--- src/rtl/mkio_channel_arbiter.sv ---
// Dual-redundant 1553B channel arbiter: locks to the commanding bus, forwards
// its words to the RT core and steers the reply encoder to the same bus.
//
// Ports:
//   clk, reset (async, active-low)
//   rxa_* / rxb_*  : decoder words from channel A / B (valid, sync, par_ok, data)
//   word_*         : forwarded word to the RT core (1 clk after rx valid)
//   active_chan    : 0 = A, 1 = B;  locked : transaction in progress
//   tx_req/tx_done : core reply handshake
//   tx_en_a/b, TX_INHIBIT_A/B : encoder enables and transceiver inhibits
//   abort          : transaction superseded by a command on the other bus
//   gap_timeout    : lock released after GAP_CLKS idle clocks
// Optional build macro MKIO_ARB_STATS_EN adds stat_abort/stat_timeout/stat_drop.
module mkio_channel_arbiter #(
  parameter int GAP_CLKS = 64,
  parameter int GAP_W    = 7
) (
  input  logic        clk,
  input  logic        reset,
  input  logic        rxa_valid,
  input  logic        rxa_sync,
  input  logic        rxa_par_ok,
  input  logic [15:0] rxa_data,
  input  logic        rxb_valid,
  input  logic        rxb_sync,
  input  logic        rxb_par_ok,
  input  logic [15:0] rxb_data,
  output logic        word_valid,
  output logic        word_sync,
  output logic [15:0] word_data,
  output logic        active_chan,
  output logic        locked,
  input  logic        tx_req,
  input  logic        tx_done,
  output logic        tx_en_a,
  output logic        tx_en_b,
  output logic        TX_INHIBIT_A,
  output logic        TX_INHIBIT_B,
  output logic        abort,
`ifdef MKIO_ARB_STATS_EN
  output logic [15:0] stat_abort,
  output logic [15:0] stat_timeout,
  output logic [15:0] stat_drop,
`endif
  output logic        gap_timeout
);

  typedef enum logic [1:0] {
    IDLE = 2'd0,
    RX   = 2'd1,
    TX   = 2'd2
  } state_t;

  localparam logic [GAP_W-1:0] GAP_LAST = GAP_W'(GAP_CLKS - 1);

  state_t           state, nxt_state;
  logic             nxt_chan;
  logic [GAP_W-1:0] gap, nxt_gap;
  logic             nxt_abort, nxt_to;
  logic             fwd_a, fwd_b;

  logic good_a, good_b;
  logic lock_v, lock_par, other_good;

  assign good_a = rxa_valid & rxa_sync & rxa_par_ok;
  assign good_b = rxb_valid & rxb_sync & rxb_par_ok;

  assign lock_v     = active_chan ? rxb_valid  : rxa_valid;
  assign lock_par   = active_chan ? rxb_par_ok : rxa_par_ok;
  assign other_good = active_chan ? good_a     : good_b;

  always_comb begin
    nxt_state = state;
    nxt_chan  = active_chan;
    nxt_gap   = gap;
    nxt_abort = 1'b0;
    nxt_to    = 1'b0;
    fwd_a     = 1'b0;
    fwd_b     = 1'b0;
    unique case (state)
      IDLE: begin
        nxt_gap = '0;
        if (good_a) begin
          fwd_a     = 1'b1;
          nxt_chan  = 1'b0;
          nxt_state = RX;
        end else if (good_b) begin
          fwd_b     = 1'b1;
          nxt_chan  = 1'b1;
          nxt_state = RX;
        end
      end
      RX: begin
        if (other_good) begin
          // command on the other bus supersedes this transaction
          nxt_abort = 1'b1;
          nxt_chan  = ~active_chan;
          fwd_a     = active_chan;
          fwd_b     = ~active_chan;
          nxt_gap   = '0;
        end else begin
          if (lock_v) begin
            nxt_gap = '0;
            fwd_a   = ~active_chan & lock_par;
            fwd_b   = active_chan & lock_par;
          end else begin
            nxt_gap = gap + 1'b1;
          end
          if (tx_req) begin
            nxt_state = TX;
            nxt_gap   = '0;
          end else if (!lock_v && gap == GAP_LAST) begin
            nxt_to    = 1'b1;
            nxt_state = IDLE;
            nxt_gap   = '0;
          end
        end
      end
      TX: begin
        nxt_gap = '0;
        if (other_good) begin
          nxt_abort = 1'b1;
          nxt_chan  = ~active_chan;
          fwd_a     = active_chan;
          fwd_b     = ~active_chan;
          nxt_state = RX;
        end else if (tx_done) begin
          nxt_state = IDLE;
        end
      end
      default: nxt_state = IDLE;
    endcase
  end

  always_ff @(posedge clk or negedge reset) begin
    if (!reset) begin
      state       <= IDLE;
      active_chan <= 1'b0;
      gap         <= '0;
      word_valid  <= 1'b0;
      word_sync   <= 1'b0;
      word_data   <= '0;
      abort       <= 1'b0;
      gap_timeout <= 1'b0;
    end else begin
      state       <= nxt_state;
      active_chan <= nxt_chan;
      gap         <= nxt_gap;
      word_valid  <= fwd_a | fwd_b;
      abort       <= nxt_abort;
      gap_timeout <= nxt_to;
      if (fwd_a) begin
        word_sync <= rxa_sync;
        word_data <= rxa_data;
      end else if (fwd_b) begin
        word_sync <= rxb_sync;
        word_data <= rxb_data;
      end
    end
  end

  assign locked       = (state != IDLE);
  assign tx_en_a      = (state == TX) & ~active_chan;
  assign tx_en_b      = (state == TX) & active_chan;
  assign TX_INHIBIT_A = ~tx_en_a;
  assign TX_INHIBIT_B = ~tx_en_b;

`ifdef MKIO_ARB_STATS_EN
  logic        drop_a, drop_b;
  logic [16:0] drop_sum;

  assign drop_a   = rxa_valid & ~fwd_a;
  assign drop_b   = rxb_valid & ~fwd_b;
  assign drop_sum = {1'b0, stat_drop} + {16'd0, drop_a} + {16'd0, drop_b};

  always_ff @(posedge clk or negedge reset) begin
    if (!reset) begin
      stat_abort   <= '0;
      stat_timeout <= '0;
      stat_drop    <= '0;
    end else begin
      if (nxt_abort && stat_abort != 16'hFFFF)
        stat_abort <= stat_abort + 16'd1;
      if (nxt_to && stat_timeout != 16'hFFFF)
        stat_timeout <= stat_timeout + 16'd1;
      stat_drop <= drop_sum[16] ? 16'hFFFF : drop_sum[15:0];
    end
  end
`endif

endmodule

--- config.mk ---
export PLATFORM = sky130hd
export DESIGN_NAME = mkio_channel_arbiter
export DESIGN_NICKNAME = d
export VERILOG_FILES = /design/src/rtl/mkio_channel_arbiter.sv
export SDC_FILE = /design/constraint.sdc
export NUM_CORES = 1
export LEC_CHECK = 0
export ABC_AREA = 1
export ABC_CLOCK_PERIOD_IN_PS = 4100
export CAP_MARGIN = 20
export CELL_PAD_IN_SITES_DETAIL_PLACEMENT = 2
export CELL_PAD_IN_SITES_GLOBAL_PLACEMENT = 2
export CORE_MARGIN = 2
export CORE_UTILIZATION = 25
export DETAILED_ROUTE_END_ITERATION = 10
export PLACE_DENSITY = 0.93
export REMOVE_ABC_BUFFERS = 1
export SYNTH_ARGS = -nofsm -noshare
export SYNTH_HDL_FRONTEND = slang
export SYNTH_SLANG_ARGS = --single-unit
export TNS_END_PERCENT = 50
--- constraint.sdc ---
create_clock -name clk -period 4.1 [get_ports clk]
set_input_delay 0.615 -clock clk [delete_from_list [all_inputs] [get_ports clk]]
set_output_delay 0.615 -clock clk [all_outputs]
set_load 0.01 [all_outputs]
==> flow_metrics.env, run 1 <==
export IMPL_status="complete, no violations"
export IMPL_tightestPinTransition_ns=0.696
export IMPL_ant_nets=0
export IMPL_power_density_nw_per_um2=566
export IMPL_design_area_um2=2660
export IMPL_clock_fmax_mhz=401
export IMPL_rsz0062_at_grt="false"
export IMPL_fin_setup_tns_ns=0
export IMPL_routabilityCongestion=0.724
export IMPL_hold_violations=0
export IMPL_synthXorXnorAreaFrac_pct=0.477
export IMPL_num_vias=1958
export IMPL_avgSynthCellArea_um2=7.24
export IMPL_synth_adder_area_share_pct=4.08
export IMPL_crit_path_start_kind="input port"
export IMPL_drc_errors=0
export IMPL_post_cts_buffers=0
export IMPL_hp_class="reg2reg"
export IMPL_grt_pass1_vias=2203
export IMPL_core_um2=7180
export IMPL_totalWireLength_um=6420
export IMPL_clk_pin_slew_ns=0.06
export IMPL_finalCritPeriodShare_pct=60.9
export IMPL_insertion_delay_ns=0.28
export IMPL_slowest_delay_ns=0.47
export IMPL_antenna_diode_count=0
export IMPL_wl_per_cell_um=15.3
export IMPL_cts_root_buf="clkbuf_8"
export IMPL_synth_warnings=0
export IMPL_grt_use_total_pct=16.5
export IMPL_start_util_pct=25.6
export IMPL_area_delta_synth_final_pct=44.9
export IMPL_die_area_um2=8050
export IMPL_io_pins=68
export IMPL_synth_top_family_by_area="simple AND/OR/NAND/NOR gates"
export IMPL_cts_buffers=5
export IMPL_synth_compound_area_share_pct=5.79
export IMPL_cpMaxStageDelayCell="clkdlybuf4s50_1"
export IMPL_synth_cell_types=24
export IMPL_grt_pass1_wl_um=10900
export IMPL_n_fill_cell=844
export IMPL_hold_depth=2
export IMPL_r2r_cells=8
export IMPL_cts_sinks=30
export IMPL_path_cells="clkdlybuf4s50_1, nand3_1, nor2_2, o21ai_4, nand2_4, nand2_4, nand2_1, nand2_1"
export IMPL_htreeDepth=2
export IMPL_synth_seq_cells=30
export IMPL_syn_inst=254
export IMPL_muxShareOfSynthArea_pct=0
export IMPL_synth_area_um2=1840
export IMPL_cts_tree="built"
export IMPL_worst_path_max_fanout=35
export IMPL_place_ws_ns=1.29
export IMPL_slew_viol_final=0
export IMPL_setup_viol=0
export IMPL_slew_headroom_pct=53.6
export IMPL_skew_ns=0.00256
export IMPL_drtPass1Iterations=4
export IMPL_cts_resized=0
export IMPL_io_buffers=67
export IMPL_fin_ws_ns=1.60
export IMPL_dpl_cell_area_um2=2570
export IMPL_arrival_ns=2.71
export IMPL_layout_min_cycle_time_ns=2.50
export IMPL_overflow=0
export IMPL_drv_cap=0
export IMPL_yosys_area_share_simple_pct=40.8
export IMPL_antenna_found_initial=0
export IMPL_ir_drop_mv=0.173
export IMPL_die_y_um=89.7
export IMPL_num_rows=31
export IMPL_p_leak_nw=1.30
export IMPL_drt_iter0_drc=41
export IMPL_vias_per_cell=4.66
export IMPL_synth_seq_area_share_pct=40.8
export IMPL_fp_dieW_um=89.7
export IMPL_cts_hold_buf=0
export IMPL_dp_hpwl_um=4930
export IMPL_drive_gt1_share_pct=6.54
export IMPL_worst_ep_required_time_ns=4.31
export IMPL_worstSetupPathType="in2reg"
export IMPL_grt_max_degree=36
export IMPL_nets=368
export IMPL_crit_path_end_kind="flop"
export IMPL_cts_buffer_depth=2
==> worst max-delay path, delay by kind of cell <==
kind / cells / cell delay, ns
buffers and inverters: 1 / 0.47
AOI/OAI and AO/OA: 1 / 0.46
and+or+nand+nor: 6 / 1.14
==> cell usage in the layout, fill, tap and decap left out, types with 2 or more instances in the layout <==
cell type,count
dfrtp_1,30
inv_1,18
a21oi_1,5
o21ai_4,2
o21ai_0,5
clkdlybuf4s50_1,67
ha_1,6
nand2_1,103
clkbuf_8,6
nor2_1,11
inv_2,3
nand4_1,3
nand3_1,46
nor2_2,3
nand2_4,2
==> worst paths after layout <==
check,start,slack [ns],end
max,rxb_par_ok,1.60,word_data[5]
min,word_data[3],0.52,word_data[3]
max reg2reg,state[1],1.79,word_data[5]
min reg2reg,word_data[3],0.52,word_data[3]
max in group asynchronous,reset,3.07,word_data[2]
min in group asynchronous,reset,0.73,state[1]
==> routing by layer <==
| layer | vias to the layer above | global-route usage [%] | share of wire [%] |
|---|---|---|---|
| li1 | 942 | - | - |
| met1 | 958 | 19.8 | 44 |
| met2 | 52 | 29.8 | 51 |
| met3 | 6 | 3.19 | 3.5 |
| met4 | 0 | 5.26 | 1.5 |
| met5 | - | 0 | 0 |
==> power breakdown <==
part | total (mW) | internal (mW) | switching [mW]
combinational | 0.774 | 0.349 | 0.425
sequential | 0.487 | 0.399 | 0.0875
clock | 0.248 | 0.135 | 0.112
==> kinds of logic (layout without fill, tap and decap cells) <==
group	count (synthesis)	count (layout)
simple gates	172	172
flops	30	30
buf+inv	30	97
compound gates	15	15
fa+ha+maj	6	6
xor+xnor	1	1
==> metrics by stage <==
| step | utilization [%] | power, mW | hold WS [ns] | instances |
|---|---|---|---|---|
| 5_1_grt | 37.1 | 1.64 | 0.562 | 420 |
| 3_3_place_gp | 35.9 | 1.23 | 0.490 | 412 |
| 3_5_place_dp | 35.9 | 1.27 | 0.504 | 412 |
| 4_1_cts | 37.1 | 1.53 | 0.523 | 420 |
| 2_1_floorplan | - | 0.878 | 0.319 | 245 |
| 6_report | 37.1 | 1.51 | 0.517 | 420 |
==> Yosys cell counts <==
library cell  number  share of area (%)
a21oi_1            5                1.4
buf_2              3               0.82
buf_6              4                2.5
clkbuf_1           2               0.41
dfrtp_1           30                 41
ha_1               6                4.1
inv_1             18                3.7
inv_2              3               0.61
nand2_1          103                 21
nand2_4            2                1.2
nand3_1           46                 13
nand3_2            1               0.54
nand4_1            3                1.0
nor2_1            11                2.2
nor2_2             3                1.0
nor2_4             1               0.61
nor3_1             1               0.27
nor4_1             1               0.34
o21a_1             1               0.41
o21ai_0            5                1.4
o21ai_2            1               0.48
o21ai_4            2                1.8
o31ai_1            1               0.41
xor2_1             1               0.48
==> flip-flops by register name (all words and copies together), names as in the netlist <==
signal       flops
word_valid       1
state            2
word_sync        1
gap              7
active_chan      1
word_data       16
gap_timeout      1
abort            1
==> cell type report <==
type	count	area [um2]	area share (%)
Clock buffer	7	86.3	3.24
Clock inverter	1	5.00	0.188
Inverter	21	78.8	2.96
Multi-Input combinational cell	194	941	35.3
Sequential cell	30	751	28.2
Tap cell	99	124	4.65
Timing Repair Buffer	68	678	25.5
No activity file was read; power rests on OpenSTA's default activity.
==> run 2, diff against run 1 <==
--- a/config.mk
+++ b/config.mk
@@ -6,14 +6,14 @@
 export NUM_CORES = 1
 export LEC_CHECK = 0
 export ABC_AREA = 1
-export ABC_CLOCK_PERIOD_IN_PS = 4100
+export ABC_CLOCK_PERIOD_IN_PS = 2100
 export CAP_MARGIN = 20
 export CELL_PAD_IN_SITES_DETAIL_PLACEMENT = 2
 export CELL_PAD_IN_SITES_GLOBAL_PLACEMENT = 2
 export CORE_MARGIN = 2
-export CORE_UTILIZATION = 25
+export CORE_UTILIZATION = 21
 export DETAILED_ROUTE_END_ITERATION = 10
-export PLACE_DENSITY = 0.93
+export PLACE_DENSITY = 0.84
 export REMOVE_ABC_BUFFERS = 1
 export SYNTH_ARGS = -nofsm -noshare
 export SYNTH_HDL_FRONTEND = slang
==> constraint.sdc (replaced) <==
create_clock -name clk -period 2.1 [get_ports clk]
set_input_delay 0.315 -clock clk [delete_from_list [all_inputs] [get_ports clk]]
set_output_delay 0.315 -clock clk [all_outputs]
set_load 0.01 [all_outputs]
==> run 2 against run 1 <==
Against the previous run: via count decreased by 0.36%; sequential share of layout area down 0.98 points; register-to-register slack worse by 1.5 ns; combinational power increased by 110%; worst setup slack got worse by 1.5 ns.
==> flow_metrics.env, run 2 (synthesized netlist as in run 1, its figures left out) <==
export IMPL_clk_pin_slew_ns=0.07
export IMPL_fp_dieW_um=97.6
export IMPL_p_leak_nw=1.36
export IMPL_slew_headroom_pct=72.8
export IMPL_drive_gt1_share_pct=9.73
export IMPL_ir_drop_mv=0.356
export IMPL_cts_sinks=30
export IMPL_cts_tree="built"
export IMPL_final_util_pct=32.2
export IMPL_vias_per_cell=4.46
export IMPL_worst_ep_required_time_ns=1.78
export IMPL_cpMaxStageDelayCell="clkdlybuf4s50_1"
export IMPL_skew_ns=0.00563
export IMPL_wl_per_cell_um=14.9
export IMPL_grt_use_total_pct=14.6
export IMPL_num_rows=34
export IMPL_path_cells="inv_1, ha_1, inv_1, clkdlybuf4s50_1"
export IMPL_io_buffers=67
export IMPL_cts_buffers=5
export IMPL_largest_reg_flops=16
export IMPL_insertion_delay_ns=0.28
export IMPL_drtPass1Iterations=4
export IMPL_grt_pass1_wl_um=11300
export IMPL_status="complete, no violations"
export IMPL_ant_nets=0
export IMPL_power_density_nw_per_um2=1100
export IMPL_reg_top3="word_data (16), gap (7), state (2)"
export IMPL_arrival_ns=1.68
export IMPL_hold_violations=0
export IMPL_antenna_found_initial=0
export IMPL_grt_pass1_vias=2173
export IMPL_clock_fmax_mhz=501
export IMPL_routabilityCongestion=0.807
export IMPL_die_area_um2=9520
export IMPL_slew_viol_final=0
export IMPL_n_fill_cell=1040
export IMPL_fin_setup_tns_ns=0
export IMPL_ff_latch_area_um2=753
export IMPL_drc_errors=0
export IMPL_final_cell_mix="nand2_1 (103), clkdlybuf4s50_1 (66), nand3_1 (46), dfrtp_1 (28), inv_1 (18)"
export IMPL_die_y_um=97.6
export IMPL_cts_root_buf="clkbuf_8"
export IMPL_crit_path_end_kind="primary output"
export IMPL_path_common_cell="inv_1"
export IMPL_drv_cap=0
export IMPL_rsz0062_at_grt="false"
export IMPL_worst_path_max_fanout=5
export IMPL_cts_buffer_depth=2
export IMPL_dp_hpwl_um=5080
export IMPL_nets=376
export IMPL_grt_max_degree=31
export IMPL_io_pins=68
export IMPL_overflow=0
export IMPL_multiInputGateArea_um2=941
export IMPL_start_util_pct=21.4
export IMPL_finalCritPeriodShare_pct=95.1
export IMPL_largest_register="word_data"
export IMPL_slowest_delay_ns=0.55
export IMPL_totalWireLength_um=6510
export IMPL_final_common_cell="nand2_1"
export IMPL_core_um2=8590
export IMPL_tightestPinTransition_ns=0.408
export IMPL_layout_min_cycle_time_ns=2.00
export IMPL_hp_class="in2async"
export IMPL_num_vias=1951
export IMPL_drt_iter0_drc=40
export IMPL_setup_viol=0
export IMPL_worstSetupPathType="reg2out"
export IMPL_htreeDepth=2
export IMPL_antenna_diode_count=0
export IMPL_crit_path_start_kind="flop"
export IMPL_area_delta_synth_final_pct=50.6
## run 2: cell count changes in the layout (fill, tap and decap cells not counted)
cell	change
dfrtp_1	-2
clkdlybuf4s50_1	-1
dfrtp_2	+2
clkinvlp_4	+1
clkbuf_1	-1
dlymetal6s2s_1	+1
buf_12	+2
buf_4	+6
## run 2: per-layer routing
layer  global-route usage, %  wire (um)
met2                    26.3       3420
met1                    18.1       2880
met3                    2.30        175
met5                       0          0
met4                    3.53         39
## run 2: repair_timing
action	CTS	global route
endpoints found under the setup margin	2	2
setup buffers	1	0
hold buffers	0	0
gates resized for setup	0	3
## run 2: per-stage QoR
step | power [mW] | instances | worst slack, ns | cell area, um2 | hold WS, ns
after global placement | 2.49 | 428 | 0.197 | 2660 | 0.488
after global routing | 3.33 | 437 | 0.0150 | 2770 | 0.473
after detailed placement | 2.58 | 428 | 0.0912 | 2660 | 0.501
final | 3.05 | 437 | 0.104 | 2770 | 0.440
after floorplan | 1.71 | 245 | 0.237 | 1770 | 0.0194
after CTS | 3.11 | 437 | 0.0194 | 2760 | 0.452
## run 2: cell type report
class	instances	area share [%]
clock buffers	6	2.98
clock inverters	2	0.452
inverters	21	2.85
multi-input cells	194	34.0
flip-flops and latches	30	27.2
well taps	108	4.88
repair buffers	76	27.7
## run 2: power by group
group	internal, mW	switching [mW]	total [mW]
Clock	0.263	0.229	0.492
Sequential	0.783	0.155	0.938
Combinational	0.751	0.869	1.62
## run 2: critical path, delay by kind of cell, from the launching register on
kind       cells  cell delay [ns]
fa+ha+maj      1             0.23
flops          1             0.41
buf+inv        3             0.76
## run 2: final timing paths
kind	startpoint	endpoint	slack (ns)	cells past startpoint
min in group clk	gap[6]	gap[6]	0.52	2
min	reset	abort	0.44	2
max in group asynchronous	reset	active_chan	1.34	2
min reg2reg	gap[6]	gap[6]	0.52	2
max reg2reg	state[1]	word_data[0]	0.33	10
max	state[1]	locked	0.10	4
==> run 3, diff against run 2 <==
--- a/config.mk
+++ b/config.mk
@@ -10,7 +10,8 @@
 export CAP_MARGIN = 20
 export CELL_PAD_IN_SITES_DETAIL_PLACEMENT = 2
 export CELL_PAD_IN_SITES_GLOBAL_PLACEMENT = 2
-export CORE_MARGIN = 2
+export CORE_ASPECT_RATIO = 2
+export CORE_MARGIN = 8
 export CORE_UTILIZATION = 21
 export DETAILED_ROUTE_END_ITERATION = 10
 export PLACE_DENSITY = 0.84
==> run 3 against run 2 <==
Against the previous run: via count up 4.4%; global-route usage down 1.8 points; sequential cell count unchanged; cell area up 0.32%; largest power group unchanged.
==> flow_metrics.env, run 3 (synthesized netlist as in run 1, its figures left out) <==
export IMPL_status="complete, no violations"
export IMPL_totalWireLength_um=7370
export IMPL_path_cells="inv_1, ha_1, inv_2, nor2_4, inv_2, clkdlybuf4s50_1"
export IMPL_die_y_um=148
export IMPL_wl_per_cell_um=17.2
export IMPL_clock_fmax_mhz=496
export IMPL_cpMaxStageDelayCell="clkdlybuf4s50_1"
export IMPL_fin_setup_tns_ns=0
export IMPL_layout_min_cycle_time_ns=2.01
export IMPL_hold_violations=0
export IMPL_wl_met2_um=4320
export IMPL_grt_pass1_wl_um=11800
export IMPL_clk_pin_slew_ns=0.05
export IMPL_setup_viol=0
export IMPL_vias_per_cell=4.76
export IMPL_antenna_found_initial=0
export IMPL_reg_top3="word_data (16), gap (7), state (2)"
export IMPL_ir_drop_mv=0.534
export IMPL_cts_hold_buf=0
export IMPL_start_util_pct=21.4
export IMPL_die_area_um2=12200
export IMPL_htreeDepth=2
export IMPL_io_buffers=67
export IMPL_drtPass1Iterations=4
export IMPL_worstSetupPathType="reg2out"
export IMPL_worst_ep_required_time_ns=1.78
export IMPL_fp_dieW_um=82.2
export IMPL_finalCritPeriodShare_pct=95.9
export IMPL_insertion_delay_ns=0.28
export IMPL_dp_hpwl_um=5750
export IMPL_final_cell_mix="nand2_1 (103), clkdlybuf4s50_1 (65), nand3_1 (46), dfrtp_1 (29), inv_1 (17)"
export IMPL_slowest_delay_ns=0.54
export IMPL_dpl_cell_area_um2=2620
export IMPL_internal_power_mw=1.96
export IMPL_largest_reg_flops=16
export IMPL_rsz0062_at_grt="false"
export IMPL_largest_register="word_data"
export IMPL_fin_ws_ns=0.0856
export IMPL_worst_path_buf_inv=4
export IMPL_p_total_mw=3.24
export IMPL_num_rows=48
export IMPL_dp_cells=418
export IMPL_core_um2=8590
export IMPL_switchingPower_mw=1.28
export IMPL_swShare_pct=39.4
export IMPL_design_area_um2=2780
export IMPL_drc_errors=0
export IMPL_cts_sinks=30
export IMPL_power_density_nw_per_um2=1170
export IMPL_nets=376
export IMPL_skew_ns=0.00364
export IMPL_cts_tree="built"
export IMPL_final_common_cell="nand2_1"
export IMPL_drt_iter0_drc=64
export IMPL_cts_buffer_depth=2
export IMPL_drive_gt1_share_pct=9.15
export IMPL_p_leak_nw=1.38
export IMPL_power_frac_comb_pct=50.1
export IMPL_routabilityCongestion=0.813
export IMPL_num_vias=2036
export IMPL_ant_nets=0
export IMPL_wl_met1_um=2460
export IMPL_top_layer="met4"
export IMPL_hp_class="in2async"
export IMPL_antenna_diode_count=0
export IMPL_cp_top_family="buffers and inverters"
export IMPL_clock_power_share_pct=20.8
export IMPL_wl_met3_um=334
export IMPL_cts_root_buf="clkbuf_16"
export IMPL_io_pins=68
export IMPL_cts_buffers=5
export IMPL_grt_max_degree=31
export IMPL_fin_cells=428
export IMPL_slew_headroom_pct=49.5
export IMPL_grt_use_total_pct=12.8
export IMPL_drv_cap=0
export IMPL_grt_pass1_vias=2400
export IMPL_arrival_ns=1.70
export IMPL_overflow=0
export IMPL_crit_path_start_kind="flop"
export IMPL_tightestPinTransition_ns=0.757
export IMPL_area_delta_synth_final_pct=51.1
export IMPL_place_ws_ns=-0.0222
export IMPL_worst_path_max_fanout=3
export IMPL_seqPwrFrac_pct=29.1
export IMPL_crit_path_end_kind="primary output"
export IMPL_slew_viol_final=0
export IMPL_path_common_cell="inv_2"
## run 3: cell types whose count changed in the layout (fill, tap and decap cells not counted), sizes merged
cell	delta
buf	+1
clkbuf	+1
clkdlybuf4s50	-1
clkinv	-1
clkinvlp	-1
## run 3: worst paths after layout
path                            startpoint            to  slack, ns  depth (start not counted)
worst min register to register      gap[6]        gap[6]       0.50                          2
worst max register to register    state[0]  word_data[5]       0.34                         12
worst max-delay path              state[0]  TX_INHIBIT_A       0.09                          6
max in group asynchronous            reset   active_chan       1.46                          1
worst min-delay path                 reset        gap[3]       0.11                          1
min in group clk                    gap[6]        gap[6]       0.50                          2
## run 3: cell type report
cell class | count | area (um2)
Fill cell | 1005 | 5810
Tap cell | 100 | 125
Clock buffer | 7 | 133
Sequential cell | 30 | 752
Inverter | 21 | 78.8
Multi-Input combinational cell | 194 | 941
Timing Repair Buffer | 76 | 748
## run 3: per-stage QoR
| stage | util, % | hold slack (ns) |
|---|---|---|
| 6_report | 32.3 | 0.110 |
| 5_1_grt | 32.3 | 0.165 |
| 4_1_cts | 32.1 | 0.143 |
| 3_5_place_dp | 30.5 | 0.438 |
| 3_3_place_gp | 30.5 | 0.430 |
| 2_1_floorplan | - | 0.0194 |
## run 3: power by group through the flow
stage / registers [mW] / logic [mW] / clock network [mW]
4_1_cts: 0.951 / 1.65 / 0.697
2_1_floorplan: 1.00 / 0.712 / 0
3_5_place_dp: 0.966 / 1.60 / 0
5_1_grt: 0.975 / 1.80 / 0.713
6_report: 0.944 / 1.62 / 0.674
3_3_place_gp: 0.960 / 1.53 / 0
## run 3: layer usage
metal	vias up	GRT usage, %
met5	-	0
met4	0	6.99
met3	17	2.30
met2	54	25.1
met1	1007	11.2
li1	958	-
## run 3: what timing repair did
item | in CTS | in global routing
cloned | 0 | 0
resized for setup | 1 | 2
setup endpoints to repair | 4 | 3
setup buffers | 1 | 2
